## config.mk

```make
export PLATFORM = sky130hd
export DESIGN_NAME = alu_arbiter
export DESIGN_NICKNAME = d
export VERILOG_FILES = /design/src/rtl/alu_arbiter.sv
export SDC_FILE = /design/constraint.sdc
export NUM_CORES = 1
export LEC_CHECK = 0
export BUFFER_PORTS_ARGS = -buffer_cell sky130_fd_sc_hd__buf_2
export CORE_UTILIZATION = 40
export DETAILED_ROUTE_END_ITERATION = 10
export PLACE_DENSITY_LB_ADDON = 0.1
export RECOVER_POWER = 100
export SLEW_MARGIN = 10
export SYNTH_ARGS = -nofsm -noshare
export SYNTH_HDL_FRONTEND = slang
export SYNTH_SLANG_ARGS = --single-unit
```

## constraint.sdc

```tcl
create_clock -name Fast_Clock -period 2.8 [get_ports Fast_Clock]
set_input_delay 0.42 -clock Fast_Clock [delete_from_list [all_inputs] [get_ports Fast_Clock]]
set_output_delay 0.42 -clock Fast_Clock [all_outputs]
set_load 0.1 [all_outputs]
```

## src/rtl/alu_arbiter.sv

```systemverilog
// Round-robin arbiter sharing one 32-bit signed ALU between the execute stage (port 0)
// and the branch/compare unit (port 1); screens illegal opcodes and divide/modulo by zero.
module alu_arbiter #(
  parameter int unsigned ALU_LATENCY = 1,
  parameter int unsigned NOP_OP      = 17,
  parameter int unsigned MAX_OP      = 18
) (
  input  logic        Fast_Clock,
  input  logic        Reset_N,
  input  logic        Req_0,
  input  logic [4:0]  Op_0,
  input  logic [31:0] A_0,
  input  logic [31:0] B_0,
  input  logic        Req_1,
  input  logic [4:0]  Op_1,
  input  logic [31:0] A_1,
  input  logic [31:0] B_1,
  output logic        Grant_0,
  output logic        Grant_1,
  output logic        Done_0,
  output logic        Done_1,
  output logic [31:0] Resp_Result,
  output logic        Resp_True,
  output logic        Resp_Error,
  output logic        Busy,
  output logic [4:0]  ALU_Op,
  output logic [31:0] ALU_In_1,
  output logic [31:0] ALU_In_2,
  input  logic [31:0] ALU_Result,
  input  logic        ALU_True
);

  localparam int unsigned DATA_W = 32;
  localparam int unsigned OP_W   = 5;
  localparam int unsigned CNT_W  = 4;

  localparam logic [OP_W-1:0] NOP_CODE = OP_W'(NOP_OP);
  localparam logic [OP_W-1:0] MAX_CODE = OP_W'(MAX_OP);
  localparam logic [OP_W-1:0] OP_DIV   = OP_W'(3);
  localparam logic [OP_W-1:0] OP_MOD   = OP_W'(4);

  typedef enum logic [1:0] {
    IDLE = 2'd0,
    EXEC = 2'd1,
    RESP = 2'd2
  } state_t;

  state_t              state_q, state_d;
  logic [CNT_W-1:0]    count_q, count_d;
  logic                last_grant_q, last_grant_d;
  logic                owner_q, owner_d;

  logic                grant_0_d, grant_1_d, done_0_d, done_1_d;
  logic [DATA_W-1:0]   resp_result_d;
  logic                resp_true_d, resp_error_d, busy_d;
  logic [OP_W-1:0]     alu_op_d;
  logic [DATA_W-1:0]   alu_in_1_d, alu_in_2_d;

  logic                winner;
  logic [OP_W-1:0]     sel_op;
  logic [DATA_W-1:0]   sel_a, sel_b;
  logic                reject;

  // Winner selection: a tie goes to the requester that was not granted last
  always_comb begin
    winner = (Req_0 && Req_1) ? ~last_grant_q : Req_1;
    sel_op = winner ? Op_1 : Op_0;
    sel_a  = winner ? A_1  : A_0;
    sel_b  = winner ? B_1  : B_0;
    reject = (sel_op > MAX_CODE) ||
             (((sel_op == OP_DIV) || (sel_op == OP_MOD)) && (sel_b == '0));
  end

  always_ff @(posedge Fast_Clock or negedge Reset_N) begin
    if (!Reset_N) begin
      state_q      <= IDLE;
      count_q      <= '0;
      last_grant_q <= 1'b1;
      owner_q      <= 1'b0;
      Grant_0      <= 1'b0;
      Grant_1      <= 1'b0;
      Done_0       <= 1'b0;
      Done_1       <= 1'b0;
      Resp_Result  <= '0;
      Resp_True    <= 1'b0;
      Resp_Error   <= 1'b0;
      Busy         <= 1'b0;
      ALU_Op       <= NOP_CODE;
      ALU_In_1     <= '0;
      ALU_In_2     <= '0;
    end else begin
      state_q      <= state_d;
      count_q      <= count_d;
      last_grant_q <= last_grant_d;
      owner_q      <= owner_d;
      Grant_0      <= grant_0_d;
      Grant_1      <= grant_1_d;
      Done_0       <= done_0_d;
      Done_1       <= done_1_d;
      Resp_Result  <= resp_result_d;
      Resp_True    <= resp_true_d;
      Resp_Error   <= resp_error_d;
      Busy         <= busy_d;
      ALU_Op       <= alu_op_d;
      ALU_In_1     <= alu_in_1_d;
      ALU_In_2     <= alu_in_2_d;
    end
  end

  always_comb begin
    state_d       = state_q;
    count_d       = count_q;
    last_grant_d  = last_grant_q;
    owner_d       = owner_q;
    grant_0_d     = 1'b0;
    grant_1_d     = 1'b0;
    done_0_d      = 1'b0;
    done_1_d      = 1'b0;
    resp_result_d = Resp_Result;
    resp_true_d   = Resp_True;
    resp_error_d  = Resp_Error;
    alu_op_d      = ALU_Op;
    alu_in_1_d    = ALU_In_1;
    alu_in_2_d    = ALU_In_2;

    case (state_q)
      IDLE: begin
        if (Req_0 || Req_1) begin
          last_grant_d = winner;
          owner_d      = winner;
          grant_0_d    = ~winner;
          grant_1_d    = winner;
          if (reject) begin
            // Rejected requests complete immediately without touching the ALU
            resp_result_d = '0;
            resp_true_d   = 1'b0;
            resp_error_d  = 1'b1;
            done_0_d      = ~winner;
            done_1_d      = winner;
            alu_op_d      = NOP_CODE;
            state_d       = RESP;
          end else begin
            alu_op_d   = sel_op;
            alu_in_1_d = sel_a;
            alu_in_2_d = sel_b;
            count_d    = CNT_W'(ALU_LATENCY);
            state_d    = EXEC;
          end
        end
      end
      EXEC: begin
        count_d = count_q - CNT_W'(1);
        if (count_q == CNT_W'(1)) begin
          resp_result_d = ALU_Result;
          resp_true_d   = ALU_True;
          resp_error_d  = 1'b0;
          done_0_d      = ~owner_q;
          done_1_d      = owner_q;
          state_d       = RESP;
        end
      end
      RESP: begin
        alu_op_d = NOP_CODE;
        state_d  = IDLE;
      end
      default: begin
        alu_op_d = NOP_CODE;
        state_d  = IDLE;
      end
    endcase

    busy_d = (state_d != IDLE);
  end

endmodule
```

* Word-level counts from Yosys, hierarchy flattened
Cells that the tools add are included.
** Operators by class
- $add $sub $neg :: 1
- Magnitude comparators :: 1
- Eq/ne operators :: 8
- Muxes and demuxes :: 38
- Bitwise gates (word level) :: 5
- Reductions and logical operators :: 14
** Operators with widths (number)
- 32-bit 2-to-1 mux :: 5
- 32-bit one-hot mux with 2 select lines :: 1
- 32-bit logical NOT :: 1
- 1-bit 2-to-1 mux :: 17
- 5-bit 2-to-1 mux :: 3
- 5-bit one-hot mux with 2 select lines :: 1
- 4-bit 2-to-1 mux :: 2
- 2-bit != test, second input constant :: 4
- 1-bit one-hot mux with 2 select lines :: 4
- 4-bit one-hot mux with 2 select lines :: 1
- 2-bit 2-to-1 mux :: 3
- 3-bit AND reduction :: 2
- 5-bit by 2-bit == test with 1-bit output, second input constant :: 1
- 5-bit by 3-bit == test with 1-bit output, second input constant :: 1
- 5-bit greater-than comparator, second input constant :: 1
- 1-bit inverter :: 5
- 4-bit by 1-bit == test with 1-bit output, second input constant :: 1
- 2-bit one-hot mux with 2 select lines :: 1
- 2-bit AND reduction :: 2
- 4-bit AND reduction :: 1
- 2-bit nonzero test :: 2
- 4-bit by 1-bit subtractor with 4-bit output, second input constant :: 1
- 1-bit logical OR :: 3
- 2-bit by 1-bit == test with 1-bit output, second input constant :: 1
- 2 further kinds :: 3
** Storage, ports and cells
- Bits in registers :: 116
- Bits of input ports :: 175
- Output and inout bits :: 108

* Depth between registers and ports, before layout
Gate-level depths: netlist of run 1.
- Word-level depth :: 11
- Mapped depth :: 8

* Least setup slack after synthesis of run 1
OpenSTA, ideal clock, no wires.
- Kind :: input-to-reg
- From :: input B_0[17]
- To :: register ALU_In_1[0]
- Data arrival time :: 2104 ps
- Data required time :: 2674 ps
- Path slack :: 569 ps
- Stages :: 7
- Path buffers :: 2
- Cells stage by stage :: nor4_1 > nand3_1 > or4_4 > a22o_1 > buf_6 > buf_6 > mux2_4
** Between the ends
- Cells in the longest elaborated chain, start to end :: 6
** Ends and longest elaborated chain
- from (decl) :: line 13 : input logic [31:0] B_0,
- 32-bit 2-to-1 mux :: line 69 : sel_b = winner ? B_1 : B_0;
- 32-bit logical NOT :: line 71 : (((sel_op == OP_DIV) || (sel_op == OP_MOD)) && (sel_b == '0));
- 1-bit logical AND :: line 71
- 1-bit logical OR :: line 70 : reject = (sel_op > MAX_CODE) ||
- 1-bit inverter (no line)
- 3-bit AND reduction (no line)
- to (signal assigned) :: line 105 : ALU_In_1 <= alu_in_1_d;
- to (decl) :: line 27 : output logic [31:0] ALU_In_1,
Every way passes these cells.
A chain may end at the register's enable or synchronous reset.

* Worst setup path in the final report of run 1
- From :: input B_0[16]
- To :: register Resp_Result[11]
** Between the ends
- Cells in the longest elaborated chain, start to end :: 6
** Ends and longest elaborated chain
- 32-bit 2-to-1 mux :: line 69
- 32-bit logical NOT :: line 71
- 1-bit logical AND :: line 71
- 1-bit logical OR :: line 70
- 2-bit != test (no line)
- 4-bit AND reduction (no line)
- to (signal assigned) :: line 100 : Resp_Result <= resp_result_d;
- to (decl) :: line 22 : output logic [31:0] Resp_Result,
Every way passes these cells.

==> impl_metrics.ini, run 1 <==
[sta]
maxSlewViolCount = 0
skew_ns = 0.00385
rsz0062_at_grt = false
max_freq_ghz = 0.423
finalCriticalPeriod_ns = 2.37
relSlewSlack_pct = 13.9
worst_pin_slew_ns = 1.29
min_period_over_period_pct = 84.5
finalSetupViolations = 0
hold_viol = 0
tns_ns = 0

[finish]
diodes = 0
most-common-layout-cells = buf_2 (172), dfrtp_1 (113), clkbuf_1 (113)
final_common_cell = buf_2
seqCellArea_um2 = 2910
area_growth_pct = 31.3
multi_input_area_um2 = 2450
fin_nets = 928
fillers = 1378
drive_gt1_share_pct = 37.6

[setup_path]
reg2reg_slack_ns = 0.50
critical_path.max_stage_delay_ns = 0.56
regToRegEndpoint = ALU_In_1[29]$_DFFE_PN0P_
cp_slowest_cell = or4_1
start_kind = input port
crit_path_end_kind = register
worstSetupPathType = input port to register
required_ns = 3.09
critPathMaxFanout = 34
r2r_cells = 5
cp.arrival_ns = 2.65
path_cells = buf_2, nor4_1, nand3_1, or4_1, clkbuf_1, a221oi_1, buf_12, nor3_1
timing.rr.start = state_q[1]$_DFF_PN0_

[clocking]
cts.sinks = 116
clk_latency_ns = 0.41
clock_path_buffers = 2
htreeDepth = 4
root_buffer = clkbuf_16
clk_pin_slew_ns = 0.05
tritoncts = built
numCtsBuffers = 17

[drt]
detail_route.wl_per_cell_um = 16.9
drc_errors = 0
drt_pre_antenna_iters = 4
vias_per_cell = 4.96
wl_um = 15900
vias = 4682
drt_iter0_drc = 180
ant_nets = 0

[worst_hold_path]
min_from = ALU_Result[19]
whs_endpoint = Resp_Result[19]$_DFFE_PN0P_
min_path_type = input port to register
worstHoldPathCells = 3

[floorplan]
num_rows = 43
die_area_um2 = 14900
die_h_um = 122
start_util_pct = 41.2
fp.dieW_um = 122
ioPinCount = 283
core_area_um2 = 14000

[logic_synthesis]
syn-num-nets = 642
yosysWarnings = 0
syn_inst = 465
synthDistinctLibCells = 40
netlist_area_um2 = 5760
ys_ff_latch = 116
syn_area_per_cell_um2 = 12.4
synthFlopType = dfrtp_1
synth.yosys.seq_area_share_pct = 50.4
synth_edf_count = 0
synthArstFlopShare_pct = 100

[place]
dp_hpwl_um = 11800
port_buffers = 282
place.gp.congestion = 0.771

[status]
status = complete, no violations

[grt]
antenna_found_initial = 0
grt_usage_pct = 21.5
grt_max_degree = 61
grt_overflow = 0
grt_first_pass_wirelength_um = 24200
grt_pass1_vias = 4683

[run]
maxCapViolCount = 0
## how the worst max path moves through the flow
stage	slack [ns]	end	start
finish	0.43	Resp_Result[11]$_DFFE_PN0P_	B_0[16]
global route	0.29	Resp_Result[9]$_DFFE_PN0P_	B_0[17]
CTS	0.52	ALU_In_2[19]$_DFFE_PN0P_	state_q[0]$_DFF_PN0_
detailed placement	0.14	ALU_In_1[29]$_DFFE_PN0P_	B_0[24]
global placement	0.18	ALU_In_1[2]$_DFFE_PN0P_	B_0[16]
floorplan	0.57	ALU_In_1[0]$_DFFE_PN0P_	B_0[17]
## cells in the mapped netlist (2+ instances only)
cell / number / area share (%)
dfrtp_1: 113 / 49
nor2_1: 80 / 5.2
mux2_2: 69 / 13
mux2_4: 62 / 16
nor3_1: 36 / 3.1
clkbuf_1: 17 / 1.1
nor4_1: 17 / 1.8
nand2_1: 10 / 0.65
buf_6: 8 / 1.6
a22o_1: 5 / 0.76
a21oi_1: 4 / 0.35
buf_2: 3 / 0.26
dfstp_2: 3 / 1.4
inv_1: 3 / 0.20
mux2i_1: 3 / 0.52
o21ai_0: 3 / 0.26
and2_1: 2 / 0.22
ha_1: 2 / 0.43
nand2b_1: 2 / 0.22
nand3_1: 2 / 0.17
nand4_1: 2 / 0.22
## cell type report
| type | instances | share of cell area (%) |
|---|---|---|
| clock buffer | 21 | 5.95 |
| clock inverter | 11 | 1.46 |
| inverter | 3 | 0.149 |
| multi-input combinational | 318 | 32.3 |
| sequential | 116 | 38.4 |
| tap | 180 | 2.98 |
| timing repair buffer | 295 | 18.7 |
## critical path, delay by kind of cell
family / cells / cell delay [ns]
buffers and inverters: 3 / 0.50
AND/OR/NAND/NOR: 4 / 1.27
AO/OA/AOI/OAI: 1 / 0.45
## registers in the layout (all words and copies together), names as in the netlist
name          cells
Grant_0           1
Grant_1           1
last_grant_q      1
Resp_Error        1
Busy              1
Resp_True         1
state_q           2
count_q           4
Done_1            1
owner_q           1
ALU_Op            5
Done_0            1
Resp_Result      32
ALU_In_1         32
ALU_In_2         32
## routing by layer
metal | track usage (%) | vias up | share of wire, %
met3 | 6.84 | 21 | 7.9
met1 | 26.3 | 2218 | 43
li1 | - | 2239 | -
met5 | 0 | - | 0
met2 | 35.1 | 204 | 48
met4 | 8.56 | 0 | 1.5
## cells by family (layout without fill, tap and decap cells)
family                     Yosys count  in the layout  synth area share [%]
and+or+nand+nor                    157            157                  12.5
adders and majority gates            2              2                 0.434
AOI/OAI and AO/OA                   23             23                  3.10
muxes                              134            134                  30.1
DFF                                116            116                  50.4
buffers and inverters               31            330                  3.13
xor gates and xnor gates             2              2                 0.304
## per-stage QoR
step	utilization (%)	setup WS, ns	hold slack [ns]	std cells	cell area, um2
5_1_grt	54.1	0.289	0.276	944	7570
3_3_place_gp	53.0	0.176	0.403	911	7420
4_1_cts	57.1	0.517	0.264	944	7990
6_report	54.1	0.433	0.284	944	7570
3_5_place_dp	53.0	0.137	0.412	911	7420
2_1_floorplan	-	0.569	0.124	465	5760
## timing repair
| item | in CTS | in global routing |
|---|---|---|
| hold buffers | 1 | 0 |
| setup buffers | 0 | 0 |
| hold endpoints to repair | 34 | 0 |
| gates resized for setup | 0 | 0 |
Power of run 1 is not shown: default switching activity piles up to over one toggle a cycle in this logic, so the estimate is an artifact.
==> inputs of run 2 (changes only) <==
- ABC_AREA: not set -> 1
- clock period: 2.8 -> 2 ns (I/O delays scaled with it)
==> impl_metrics.ini, run 2 <==
[floorplan]
start_util_pct = 41.4
core_area_um2 = 14000
die_h_um = 122
num_rows = 43
die_area_um2 = 15000
fp.dieW_um = 122
ioPinCount = 283

[clocking]
clk_pin_slew_ns = 0.06
clock_path_buffers = 2
root_buffer = clkbuf_16
clk_latency_ns = 0.41
numCtsBuffers = 17
tritoncts = built
htreeDepth = 4
cts.sinks = 116

[drt]
drt_pre_antenna_iters = 5
drc_errors = 0
vias = 6451
vias_per_cell = 4.72
detail_route.wl_per_cell_um = 14.5
wl_um = 19800
ant_nets = 0
drt_iter0_drc = 384

[setup_path]
required_ns = 2.30
start_kind = register
worstSetupPathType = register to register
cp.arrival_ns = 2.63
critPathMaxFanout = 8
regToRegEndpoint = ALU_In_2[13]$_DFFE_PN0P_
timing.rr.start = last_grant_q$_DFFE_PN1P_
crit_path_end_kind = register
reg2reg_slack_ns = -0.33
r2r_cells = 16

[worst_hold_path]
min_from = ALU_Result[20]
whs_endpoint = Resp_Result[20]$_DFFE_PN0P_
min_path_type = input port to register
worstHoldPathCells = 3

[sta]
finalSetupViolations = 111
maxSlewViolCount = 0
skew_ns = 0.00561
relSlewSlack_pct = 45.0
worst_pin_slew_ns = 0.825
rsz0062_at_grt = true
layout_setup_ws_ns = -0.331
finalCriticalPeriod_ns = 2.33
min_period_over_period_pct = 117
max_freq_ghz = 0.429
hold_viol = 0

[logic_synthesis]
yosysTopAreaCell = dfrtp_1
syn-num-nets = 996
synthArstFlopShare_pct = 100
synth.yosys.seq_area_share_pct = 50.2
synth_most_common_cell = nand2_1
yosysWarnings = 0
ys_ff_latch = 116
synth_top_area_share_pct = 48.8
netlist_area_um2 = 5800
synthFlopType = dfrtp_1
synth.top_cells.by_count = nand2_1 (508), dfrtp_1 (113), inv_1 (57)
syn_area_per_cell_um2 = 7.08
synth_top_cells_by_area = dfrtp_1 (49%), nand2_1 (33%), inv_1 (3.7%), nand3b_1 (2.5%), nand3_1 (2.0%)
synth_edf_count = 0
syn_inst = 819
synthDistinctLibCells = 24

[grt]
grt_first_pass_wirelength_um = 27700
grt_overflow = 0
antenna_found_initial = 0
grt_usage_pct = 24.2
grt_pass1_vias = 5624
grt_max_degree = 45

[status]
violations = negative setup slack
status = finished with violations

[run]
maxCapViolCount = 0

[place]
dp_hpwl_um = 12700
port_buffers = 282
place.gp.congestion = 0.839

[finish]
top_regs = ALU_In_1: 32 flops, ALU_In_2: 32 flops, Resp_Result: 32 flops
fin_nets = 1352
area_growth_pct = 65.0
final_common_cell = nand2_1
most-common-layout-cells = nand2_1 (383), buf_2 (281), dfrtp_1 (113)
diodes = 0
finalCoreUtilization_pct = 68.4
drive_gt1_share_pct = 47.0
run 2: cell types whose count changed after synthesis, sizes merged, moves of 17 or more:
cell	previous run	this run
mux2	131	0
nand3	2	25
nor2	80	31
nand2	10	511
nor4	17	0
inv	3	58
nand3b	0	19
nor3	36	1
run 2: per-stage QoR:
| stage | hold slack, ns | setup WS [ns] | instances | setup TNS [ns] | cell area [um2] |
|---|---|---|---|---|---|
| after floorplan | 0.00441 | -0.0118 | 819 | -0.455 | 5810 |
| after global placement | 0.280 | -0.235 | 1296 | -20.28 | 7760 |
| after detailed placement | 0.283 | -0.303 | 1296 | -24.46 | 7760 |
| after CTS | 0.0672 | -0.230 | 1340 | -18.37 | 8680 |
| after global routing | 0.0730 | -0.443 | 1368 | -43.97 | 9560 |
| final | 0.0869 | -0.331 | 1368 | -31.48 | 9560 |
run 2: worst max-delay path by stage:
stage / from / to / slack [ns] / cells after the start
floorplan: last_grant_q$_DFFE_PN1P_ / ALU_In_1[12]$_DFFE_PN0P_ / -0.01 / 15
global placement: last_grant_q$_DFFE_PN1P_ / ALU_In_2[1]$_DFFE_PN0P_ / -0.23 / 14
detailed placement: last_grant_q$_DFFE_PN1P_ / ALU_In_2[24]$_DFFE_PN0P_ / -0.30 / 14
CTS: last_grant_q$_DFFE_PN1P_ / ALU_In_1[26]$_DFFE_PN0P_ / -0.23 / 16
global route: last_grant_q$_DFFE_PN1P_ / ALU_In_1[27]$_DFFE_PN0P_ / -0.44 / 16
finish: last_grant_q$_DFFE_PN1P_ / ALU_In_2[13]$_DFFE_PN0P_ / -0.33 / 16
run 2: layer usage:
layer,part of all wire [%],track usage [%],vias up
li1,-,-,3180
met1,42,30.3,3001
met2,50,41.2,241
met3,6.1,5.30,29
met4,2.0,8.23,0
met5,0,0,-
run 2: final cells by class:
type	instances	area (um2)
Fill cell	1218	4430
Multi-Input combinational cell	607	2970
Sequential cell	116	2910
Timing Repair Buffer	375	2580
Clock buffer	19	453
Inverter	58	225
Tap cell	180	225
Clock inverter	13	196
run 2: critical path: stages (launching register included):
cell,delay (ns)
dfstp_2,0.55
nand2_4,0.08
nand2_8,0.15
buf_6,0.14
inv_8,0.05
nand2_2,0.06
nand2_2,0.07
nor2_2,0.14
nand3_2,0.09
nor2_2,0.11
nand3_2,0.13
nand3_4,0.14
nor2_4,0.06
buf_12,0.15
clkbuf_16,0.17
nand2_2,0.06
nand2_2,0.04
run 2: cells by family (layout without fill, tap and decap cells):
logic type | after synthesis | count (layout) | share of synthesized area (%)
AOI/OAI and AO/OA | 15 | 15 | 1.45
xor gates and xnor gates | 1 | 1 | 0.151
adders and majority gates | 2 | 2 | 0.432
buffers and inverters | 96 | 465 | 7.36
DFF | 116 | 116 | 50.2
and+or+nand+nor | 589 | 589 | 40.5
run 2: repair_timing:
item                                    CTS  global route
setup buffers                             8            12
endpoints found under the setup margin  109           111
endpoints found under the hold margin    27             0
pin swaps                                 3            28
gates resized for setup                  33           161
gates cloned                              3            16
hold buffers                              1             0
Power of run 2 is left out for the same reason.
==> inputs of run 3 (changes only) <==
- clock period: 2 -> 2.8 ns (I/O delays scaled with it)
==> impl_metrics.ini, run 3 (synthesis gave the netlist of run 2 again) <==
[worst_hold_path]
min_path_type = input port to register

[setup_path]
required_ns = 3.15
reg2reg_slack_ns = 0.25
critical_path.max_stage_delay_ns = 0.53
critPathMaxFanout = 38
path_common_cell = nand2_1
path_cells = nand2_2, nand2_2, buf_12, buf_4, nand2_1, nand2_1, nor2_1, nand3_1, nor2_1, nand3_2, nand3_2, nor2_4, buf_12, nand2_1, nand2_1
crit_path_end_kind = register
worstSetupPathType = register to register
cp.arrival_ns = 2.90
start_kind = register
cp_slowest_cell = dfstp_2

[clocking]
cts_setup_buffers = 0
clock_path_buffers = 2
cts.sinks = 116
htreeDepth = 4
root_buffer = clkbuf_16
tritoncts = built
cts.hold.buffers_added = 0
clk_pin_slew_ns = 0.05
clk_latency_ns = 0.41
numCtsBuffers = 17

[grt]
grt_usage_pct = 22.9
grt_pass1_vias = 5383
grt_overflow = 0
antenna_found_initial = 0
grt_max_degree = 47
grt_first_pass_wirelength_um = 26300

[place]
place.gp.congestion = 0.815
dp_hpwl_um = 12500
port_buffers = 282

[sta]
rsz0062_at_grt = false
worst_pin_slew_ns = 2.49
finalCriticalPeriod_ns = 2.55
maxSlewViolCount = 45
skew_ns = 0.00646
min_period_over_period_pct = 91.1
hold_viol = 0
finalSetupViolations = 0
max_freq_ghz = 0.392
tns_ns = 0
relSlewSlack_pct = -66.1

[floorplan]
die_area_um2 = 15000
start_util_pct = 41.4
ioPinCount = 283
num_rows = 43
core_area_um2 = 14000
die_h_um = 122
fp.dieW_um = 122

[finish]
fin_nets = 1284
final_common_cell = nand2_1
diodes = 0
area_growth_pct = 36.1
most-common-layout-cells = nand2_1 (509), buf_2 (173), dfrtp_1 (113)
top_regs = ALU_In_1: 32 flops, ALU_In_2: 32 flops, Resp_Result: 32 flops
fillers = 1461
drive_gt1_share_pct = 21.2

[drt]
drc_errors = 0
wl_um = 17000
detail_route.wl_per_cell_um = 13.1
vias_per_cell = 4.53
drt_iter0_drc = 262
drt_pre_antenna_iters = 5
ant_nets = 0
vias = 5874

[run]
maxCapViolCount = 1

[status]
violations = max-capacitance violations, max-slew violations
status = finished with violations
[run 3: changes by cell type in the layout (fill, tap and decap cells not counted), moves of 8 or more]
cell and delta:
nand2_1 +126, clkbuf_1 +110, buf_2 -108, nand2_2 -104, buf_4 -33, nand2_4 -20, clkbuf_16 -11, buf_6 -9
buf_12 -8, nor2_1 +8
[run 3: area by class of cell]
| type | instances | area (um2) | area share (%) |
|---|---|---|---|
| sequential | 116 | 2910 | 36.9 |
| timing repair buffer | 306 | 1500 | 19.0 |
| tap | 180 | 225 | 2.86 |
| multi-input combinational | 608 | 2470 | 31.3 |
| inverter | 58 | 218 | 2.76 |
| clock inverter | 10 | 110 | 1.40 |
| clock buffer | 19 | 453 | 5.74 |
[run 3: worst max-delay path, delay by kind of cell, from the launching register on]
| family | cells | cell delay, ns |
|---|---|---|
| buffers and inverters | 3 | 0.60 |
| flip-flops | 1 | 0.53 |
| AND/OR/NAND/NOR | 12 | 1.35 |
[run 3: path summary, 6_finish.rpt]
check | depth (start not counted) | to | startpoint
worst max-delay path | 15 | ALU_In_1[10]$_DFFE_PN0P_ | last_grant_q$_DFFE_PN1P_
worst min-delay path | 3 | Resp_Result[1]$_DFFE_PN0P_ | ALU_Result[1]
worst max register to register | 15 | ALU_In_1[10]$_DFFE_PN0P_ | last_grant_q$_DFFE_PN1P_
worst min register to register | 2 | Resp_Result[28]$_DFFE_PN0P_ | Resp_Result[28]$_DFFE_PN0P_
max in group asynchronous | 2 | ALU_Op[0]$_DFFE_PN1P_ | Reset_N
min in group asynchronous | 1 | ALU_In_2[27]$_DFFE_PN0P_ | Reset_N
[run 3: repair_timing]
action	4_1_cts	5_1_grt
setup endpoints to repair	0	33
hold endpoints to repair	0	0
resized for setup	0	1
[run 3: per-layer routing]
metal	global-route usage (%)	up-vias	wire, um
li1	-	3031	-
met1	28.6	2630	7380
met2	38.4	186	8200
met3	5.34	27	1110
met4	8.46	0	350
met5	0	-	0
[run 3: stage by stage]
step	hold slack, ns	instances	area, um2	utilization, %	worst slack (ns)
2_1_floorplan	0.124	819	5800	-	0.784
3_3_place_gp	0.450	1267	7460	53.3	0.101
5_1_grt	0.200	1297	7890	56.4	0.00911
6_report	0.208	1297	7890	56.4	0.249
4_1_cts	0.0186	1296	8020	57.3	0.0888
3_5_place_dp	0.453	1267	7460	53.3	0.0310
Power of run 3 is left out for the same reason.
